**config.mk**
```make
export PLATFORM = sky130hd
export DESIGN_NAME = vc_link_buffer
export DESIGN_NICKNAME = d
export VERILOG_FILES = /design/src/rtl/vc_link_buffer.sv
export SDC_FILE = /design/constraint.sdc
export NUM_CORES = 2
export LEC_CHECK = 0
export CAP_MARGIN = 20
export CORE_ASPECT_RATIO = 0.6
export CORE_MARGIN = 1
export CORE_UTILIZATION = 40
export CTS_CLUSTER_DIAMETER = 200
export DETAILED_ROUTE_END_ITERATION = 12
export SLEW_MARGIN = 20
export SYNTH_ARGS = -nofsm -noshare
export SYNTH_HDL_FRONTEND = slang
export SYNTH_SLANG_ARGS = --single-unit
```
**constraint.sdc**
```tcl
create_clock -name clk -period 8.3 [get_ports clk]
set_clock_uncertainty 0.15 [all_clocks]
set_input_delay 1.245 -clock clk [delete_from_list [all_inputs] [get_ports clk]]
set_output_delay 1.245 -clock clk [all_outputs]
set_load 0.02 [all_outputs]
```
**src/rtl/vc_link_buffer.sv**
```systemverilog
// -----------------------------------------------------------------------------
// vc_link_buffer
//   Inter-router link buffer with NUM_VC virtual channels, each backed by its
//   own DEPTH-flit FIFO. A round-robin arbiter with wormhole locking shares one
//   output between the VCs, so flits of different packets never interleave.
//
// Ports
//   clk           clock, all state on the rising edge
//   rst           asynchronous active-low reset
//   in_valid      upstream flit present
//   in_vc         VC of the incoming flit
//   in_last       incoming flit is a packet tail
//   in_data       incoming flit payload
//   in_ready      per-VC space available (all zeros while in reset)
//   out_valid     flit presented downstream
//   out_vc        VC of the presented flit
//   out_last      presented flit is a tail
//   out_data      presented payload
//   out_ready     downstream accepts the presented flit
//   out_vc_ready  per-VC downstream space, used as arbitration eligibility
//
// Optional feature (macro VC_LINK_OCCUPANCY_EN)
//   vc_occupancy     registered per-VC occupancy, count[v] at slice v
//   vc_overflow_err  sticky flag for a write attempt to a full/invalid VC
// -----------------------------------------------------------------------------
module vc_link_buffer #(
  parameter int n      = 32,
  parameter int NUM_VC = 4,
  parameter int DEPTH  = 4
) (
  input  logic                        clk,
  input  logic                        rst,
  input  logic                        in_valid,
  input  logic [$clog2(NUM_VC)-1:0]   in_vc,
  input  logic                        in_last,
  input  logic [n-1:0]                in_data,
  output logic [NUM_VC-1:0]           in_ready,
  output logic                        out_valid,
  output logic [$clog2(NUM_VC)-1:0]   out_vc,
  output logic                        out_last,
  output logic [n-1:0]                out_data,
  input  logic                        out_ready,
  input  logic [NUM_VC-1:0]           out_vc_ready
`ifdef VC_LINK_OCCUPANCY_EN
  ,
  output logic [NUM_VC*($clog2(DEPTH)+1)-1:0] vc_occupancy,
  output logic                                vc_overflow_err
`endif
);

  localparam int VW = $clog2(NUM_VC);
  localparam int PW = $clog2(DEPTH);
  localparam int CW = PW + 1;
  localparam logic [VW:0]   NUM_VC_W = (VW+1)'(NUM_VC);
  localparam logic [CW-1:0] DEPTH_W  = CW'(DEPTH);
  localparam logic [VW-1:0] LAST_VC  = VW'(NUM_VC - 1);

  typedef enum logic [1:0] {
    IDLE    = 2'd0,
    PRESENT = 2'd1,
    LOCKED  = 2'd2
  } state_t;

  // Round-robin search: first requester at or after start, wrapping.
  // Returns {found, index}.
  function automatic logic [VW:0] rr_pick(input logic [NUM_VC-1:0] req,
                                          input logic [VW-1:0]     start);
    logic [VW:0] res;
    int          idx;
    res = '0;
    for (int i = 0; i < NUM_VC; i++) begin
      idx = int'(start) + i;
      idx = (idx >= NUM_VC) ? idx - NUM_VC : idx;
      if (!res[VW] && req[idx]) begin
        res = {1'b1, VW'(idx)};
      end else begin
        res = res;
      end
    end
    return res;
  endfunction

  // FIFO storage: {last, data} per slot
  logic [n:0]    mem_q    [NUM_VC][DEPTH];
  logic [n:0]    mem_d    [NUM_VC][DEPTH];
  logic [CW-1:0] count_q  [NUM_VC];
  logic [CW-1:0] count_d  [NUM_VC];
  logic [PW-1:0] wr_ptr_q [NUM_VC];
  logic [PW-1:0] wr_ptr_d [NUM_VC];
  logic [PW-1:0] rd_ptr_q [NUM_VC];
  logic [PW-1:0] rd_ptr_d [NUM_VC];
  logic [PW-1:0] head_idx [NUM_VC];

  logic [NUM_VC-1:0] full;
  logic [NUM_VC-1:0] push_vec;
  logic [NUM_VC-1:0] pop_vec;
  logic [NUM_VC-1:0] avail;
  logic              in_vc_ok;
  logic              pop;

  state_t        state_q, state_d;
  logic [VW-1:0] rr_ptr_q, rr_ptr_d;
  logic          out_valid_q, out_valid_d;
  logic [VW-1:0] out_vc_q, out_vc_d;
  logic          out_last_q, out_last_d;
  logic [n-1:0]  out_data_q, out_data_d;

  logic          load;
  logic [VW-1:0] load_vc;
  logic [VW:0]   pick;
  logic [VW-1:0] next_rr;

  assign in_vc_ok = ({1'b0, in_vc} < NUM_VC_W);
  assign pop      = out_valid_q && out_ready;

  // Space is derived from registered counts only; a pop never frees space in
  // the same cycle. Reset holds every VC closed.
  always_comb begin
    for (int v = 0; v < NUM_VC; v++) begin
      full[v] = (count_q[v] == DEPTH_W);
    end
    if (rst) begin
      in_ready = ~full;
    end else begin
      in_ready = '0;
    end
  end

  // Per-VC push/pop, pointer and occupancy updates, storage writes
  always_comb begin
    mem_d = mem_q;
    for (int v = 0; v < NUM_VC; v++) begin
      push_vec[v] = in_valid && in_vc_ok && (in_vc == VW'(v)) && in_ready[v];
      pop_vec[v]  = pop && (out_vc_q == VW'(v));
      count_d[v]  = count_q[v] + CW'(push_vec[v]) - CW'(pop_vec[v]);
      wr_ptr_d[v] = wr_ptr_q[v] + PW'(push_vec[v]);
      rd_ptr_d[v] = rd_ptr_q[v] + PW'(pop_vec[v]);
      // head and eligibility as they will be once this cycle's pop retires,
      // so the arbiter can hand over without a bubble
      head_idx[v] = rd_ptr_q[v] + PW'(pop_vec[v]);
      avail[v]    = ((count_q[v] - CW'(pop_vec[v])) != '0) && out_vc_ready[v];
      if (push_vec[v]) begin
        mem_d[v][wr_ptr_q[v]] = {in_last, in_data};
      end else begin
        mem_d[v][wr_ptr_q[v]] = mem_q[v][wr_ptr_q[v]];
      end
    end
  end

  assign next_rr = (out_vc_q == LAST_VC) ? '0 : out_vc_q + VW'(1);

  // Arbiter next-state: grant, hold, lock, and loading of the output flit.
  // A tail handshake re-arbitrates in the same cycle, and a body handshake
  // with the next flit already buffered stays presenting, giving 1 flit/cycle.
  always_comb begin
    state_d    = state_q;
    rr_ptr_d   = rr_ptr_q;
    out_vc_d   = out_vc_q;
    out_last_d = out_last_q;
    out_data_d = out_data_q;
    load       = 1'b0;
    load_vc    = out_vc_q;
    pick       = '0;
    case (state_q)
      IDLE: begin
        pick = rr_pick(avail, rr_ptr_q);
        if (pick[VW]) begin
          load    = 1'b1;
          load_vc = pick[VW-1:0];
        end else begin
          state_d = IDLE;
        end
      end
      PRESENT: begin
        if (pop && out_last_q) begin
          rr_ptr_d = next_rr;
          pick     = rr_pick(avail, next_rr);
          if (pick[VW]) begin
            load    = 1'b1;
            load_vc = pick[VW-1:0];
          end else begin
            state_d = IDLE;
          end
        end else if (pop) begin
          if (avail[out_vc_q]) begin
            load = 1'b1;
          end else begin
            state_d = LOCKED;
          end
        end else begin
          state_d = PRESENT;
        end
      end
      LOCKED: begin
        if (avail[out_vc_q]) begin
          load = 1'b1;
        end else begin
          state_d = LOCKED;
        end
      end
      default: begin
        state_d = IDLE;
      end
    endcase
    if (load) begin
      state_d                  = PRESENT;
      out_vc_d                 = load_vc;
      {out_last_d, out_data_d} = mem_q[load_vc][head_idx[load_vc]];
    end else begin
      state_d = state_d;
    end
    out_valid_d = (state_d == PRESENT);
  end

  // State, FIFO and output registers
  always_ff @(posedge clk or negedge rst) begin
    if (!rst) begin
      state_q     <= IDLE;
      rr_ptr_q    <= '0;
      out_valid_q <= 1'b0;
      out_vc_q    <= '0;
      out_last_q  <= 1'b0;
      out_data_q  <= '0;
      for (int v = 0; v < NUM_VC; v++) begin
        count_q[v]  <= '0;
        wr_ptr_q[v] <= '0;
        rd_ptr_q[v] <= '0;
        for (int d = 0; d < DEPTH; d++) begin
          mem_q[v][d] <= '0;
        end
      end
    end else begin
      state_q     <= state_d;
      rr_ptr_q    <= rr_ptr_d;
      out_valid_q <= out_valid_d;
      out_vc_q    <= out_vc_d;
      out_last_q  <= out_last_d;
      out_data_q  <= out_data_d;
      for (int v = 0; v < NUM_VC; v++) begin
        count_q[v]  <= count_d[v];
        wr_ptr_q[v] <= wr_ptr_d[v];
        rd_ptr_q[v] <= rd_ptr_d[v];
        for (int d = 0; d < DEPTH; d++) begin
          mem_q[v][d] <= mem_d[v][d];
        end
      end
    end
  end

  assign out_valid = out_valid_q;
  assign out_vc    = out_vc_q;
  assign out_last  = out_last_q;
  assign out_data  = out_data_q;

`ifdef VC_LINK_OCCUPANCY_EN
  logic [NUM_VC*CW-1:0] occ_d, occ_q;
  logic                 ovf_d, ovf_q;

  // Occupancy snapshot and sticky overflow detection
  always_comb begin
    for (int v = 0; v < NUM_VC; v++) begin
      occ_d[v*CW +: CW] = count_d[v];
    end
    if (in_valid && (!in_vc_ok || !in_ready[in_vc])) begin
      ovf_d = 1'b1;
    end else begin
      ovf_d = ovf_q;
    end
  end

  // Occupancy and overflow registers
  always_ff @(posedge clk or negedge rst) begin
    if (!rst) begin
      occ_q <= '0;
      ovf_q <= 1'b0;
    end else begin
      occ_q <= occ_d;
      ovf_q <= ovf_d;
    end
  end

  assign vc_occupancy    = occ_q;
  assign vc_overflow_err = ovf_q;
`endif

endmodule

```
==> out/results.txt <==
Top FF cell, synth -> dfrtp_1
Synth Warn # -> 0
Pre-antenna DRT Iters -> 5
Iter 0 DRT Violations -> 2,373
Relative slew slack -> 27.50%
Routed Antenna Nets -> 0
Port Buffer Count -> 82
Post-DP HPWL -> 56,850 um
Antenna cells -> 0
DRC viols -> 0
Clock Tree Buf Depth -> 3
Yosys top cell area share -> 48.14%
Required time of the critical path -> 8.62 ns
Setup-failing EPs final -> 0
EDFF count, synth -> 0
Flops & latches, synth -> 596
H-Tree Depth -> 2
Pin count of the biggest net entering global routing -> 150
Via-per-instance ratio -> 6.155
Clock Latency Late Sink -> 0.64 ns
Max stage delay cell, worst path -> mux4_4
Initial antenna violation count -> 0
Avg Inst Size Synth -> 10.89 um2
Final Hold Viols -> 0
Async SR Flop Fraction -> 100.0%
Initial Util -> 40.70%
WL/cell -> 25.65 um
RSZ-0062 raised after global routing -> no
Critical Path Most Common Cell -> a221oi_2
Setup crit start kind -> primary input
Gr ovfl total -> 0
Layout cells sized above 1 -> 15.82%
Vias -> 23.55k
Sequential element share of the synthesized area -> 48.14%
Clock-pin slew on the worst setup and hold paths -> 0.07 ns
Max Fclk -> 0.1579 GHz
Post-CTS setup repair buffer count -> 0
Final period utilization -> 76.31%
CTS Buf Count -> 56
Area grow syn2layout -> 11.08%
Drt total wl -> 98,150 um
Final Max Slew Viols -> 0
Crit. End Element -> register
Setup tns final -> 0 ns
Synth area leader -> dfrtp_1
Mapped Nets -> 2,909
Maxcap violations -> 0
Period minus WS final -> 6.334 ns
Clk root buf -> clkbuf_16
Worst-path cell chain -> clkdlybuf4s50_1, and3_1, mux2i_4, a32oi_2, and2_1, o311ai_1, nand3_4, inv_4, mux4_4, buf_4, a221oi_2, a2111oi_1, a221oi_2
Core Footprint -> 0.07612 mm2
GRT Resource Usage Total -> 25.27%
First-pass GRT wire length -> 149,900 um
CTS resizes -> 0
Die Ht -> 217.6 um
CTS tree -> done
Largest cells by area after synthesis -> dfrtp_1 48%, mux4_2 14%, nand2_1 6.5%
Synth Cell Area -> 0.03098 mm2
Vias in the first global route -> 23.51k
Fin nets -> 2,846
Worst stage delay on the critical path -> 1.09 ns
Cell count after synthesis -> 2,846
GP Congestion -> 0.8722
Worst Hold Class -> reg2reg
Worst Setup Path Type -> in2reg
Dpl ws -> 1.420 ns
CP max FO -> 51
WP data arrival -> 6.65 ns
TritonCTS Sinks -> 596
Fin worst setup slack -> 1.966 ns
Row cnt -> 78
Hold buffers post-CTS -> 0
Worst Max-Slew Pin Slew -> 1.088 ns
DIE WIDTH -> 361.3 um
Synth unique cells -> 52
Status -> finished clean
Boundary pin count -> 83
DIE AREA -> 0.07861 mm2
==> synthesized netlist by cell type, drive strengths merged, types with 2 or more instances <==
library cell    n
a2111oi        33
nor2          139
mux4          199
o31a            2
and3            6
and2            9
nand2         540
xor2            8
nand3          11
inv            60
nand4           2
dfrtp         596
mux2i         203
a21oi         207
or2             7
or4b            2
o31ai           3
o311ai          2
a31oi           4
o21ai         404
o21a            2
ha             16
nand2b          8
xnor2          12
nand4b          2
nor3            6
fa              4
a221oi         67
a32oi          38
nor3b           2
clkbuf        175
buf            69
nor2b           2
==> layout make-up <==
class,instances,area [um2]
clock inverters,21,270.3
clock buffers,80,1633
inverters,60,227.7
fillers,6920,41710
multi-input cells,1946,14910
well taps,1000,1251
flip-flops and latches,596,14940
repair buffers,123,1182
==> cell families after synthesis <==
kind of cell | count (synthesis) | synth area share, %
AO/OA/AOI/OAI | 766 | 15.91
XOR/XNOR | 20 | 0.5654
adder cells (fa/ha/maj) | 20 | 0.9046
buffers and inverters | 304 | 3.958
flip-flops | 596 | 48.14
multiplexers | 402 | 21.10
AND/OR/NAND/NOR | 738 | 9.422
==> worst max-delay path: cells and delay by family <==
family | cells | cell delay (ns)
buffers and inverters | 3 | 1.83
muxes | 2 | 1.48
AOI/OAI and AO/OA | 5 | 1.27
and+or+nand+nor | 3 | 0.71
==> state kept, by name (all words and copies together) (netlist names) <==
register and flops:
rd_ptr_q 8, count_q 12, rr_ptr_q 2, wr_ptr_q 8
state_q 2, out_data 32, out_last 1, out_valid 1
out_vc 2, mem_q 528
==> worst paths after layout <==
kind / startpoint / endpoint / slack (ns) / cells after the start
worst max-delay path: out_ready / out_data[22]$_DFFE_PN0P_ / 1.97 / 13
worst min-delay path: rd_ptr_q[3]$_DFF_PN0_ / rd_ptr_q[3]$_DFF_PN0_ / 0.31 / 1
worst max register to register: out_vc[0]$_DFFE_PN0P_ / out_data[22]$_DFFE_PN0P_ / 2.46 / 13
worst min register to register: rd_ptr_q[3]$_DFF_PN0_ / rd_ptr_q[3]$_DFF_PN0_ / 0.31 / 1
max in group asynchronous: rst / mem_q[182]$_DFFE_PN0P_ / 4.44 / 4
min in group asynchronous: rst / count_q[7]$_DFF_PN0_ / 0.49 / 1
==> routing by layer <==
| layer | GRT usage (%) | wire, um | vias up |
|---|---|---|---|
| li1 | - | - | 10190 |
| met1 | 37.00 | 44090 | 12060 |
| met2 | 37.38 | 42110 | 1124 |
| met3 | 6.155 | 9504 | 181 |
| met4 | 6.766 | 2446 | 0 |
| met5 | 0 | 0 | - |
==> stage by stage <==
stage | std cells | instance area [um2] | utilization, % | hold WS (ns)
after detailed placement | 3725 | 32500 | 42.70 | 0.3027
after global placement | 3725 | 32500 | 42.70 | 0.2952
after global routing | 3826 | 34420 | 45.21 | 0.3185
final | 3826 | 34420 | 45.21 | 0.3088
after CTS | 3826 | 34400 | 45.20 | 0.3123
after floorplan | 2846 | 30980 | - | 0.2813
==> layout by cell type (no fill, tap or decap), types with 3 or more instances in the layout <==
cell / count
clkinv_2: 10
nand3_1: 10
dfrtp_1: 588
ha_1: 16
nand2b_2: 8
or2_2: 5
fa_1: 4
dfrtp_4: 5
nor2_1: 139
nand2_1: 540
and2_1: 4
mux2i_4: 3
xnor2_1: 12
clkinvlp_4: 3
a221oi_2: 67
clkbuf_1: 11
o31ai_1: 3
a2111oi_1: 22
clkbuf_16: 57
inv_1: 58
mux2i_1: 200
a32oi_1: 37
o21ai_0: 403
and2_2: 3
a21oi_1: 207
xor2_1: 8
clkdlybuf4s50_1: 81
clkbuf_8: 12
and3_1: 6
buf_4: 35
mux4_2: 198
buf_12: 3
a31oi_1: 4
bufinv_16: 6
nor3_1: 5
a2111oi_2: 11
dfrtp_2: 3
buf_6: 3
Power is not shown: default switching activity piles up to over one toggle a cycle in this logic, so the estimate is an artifact.
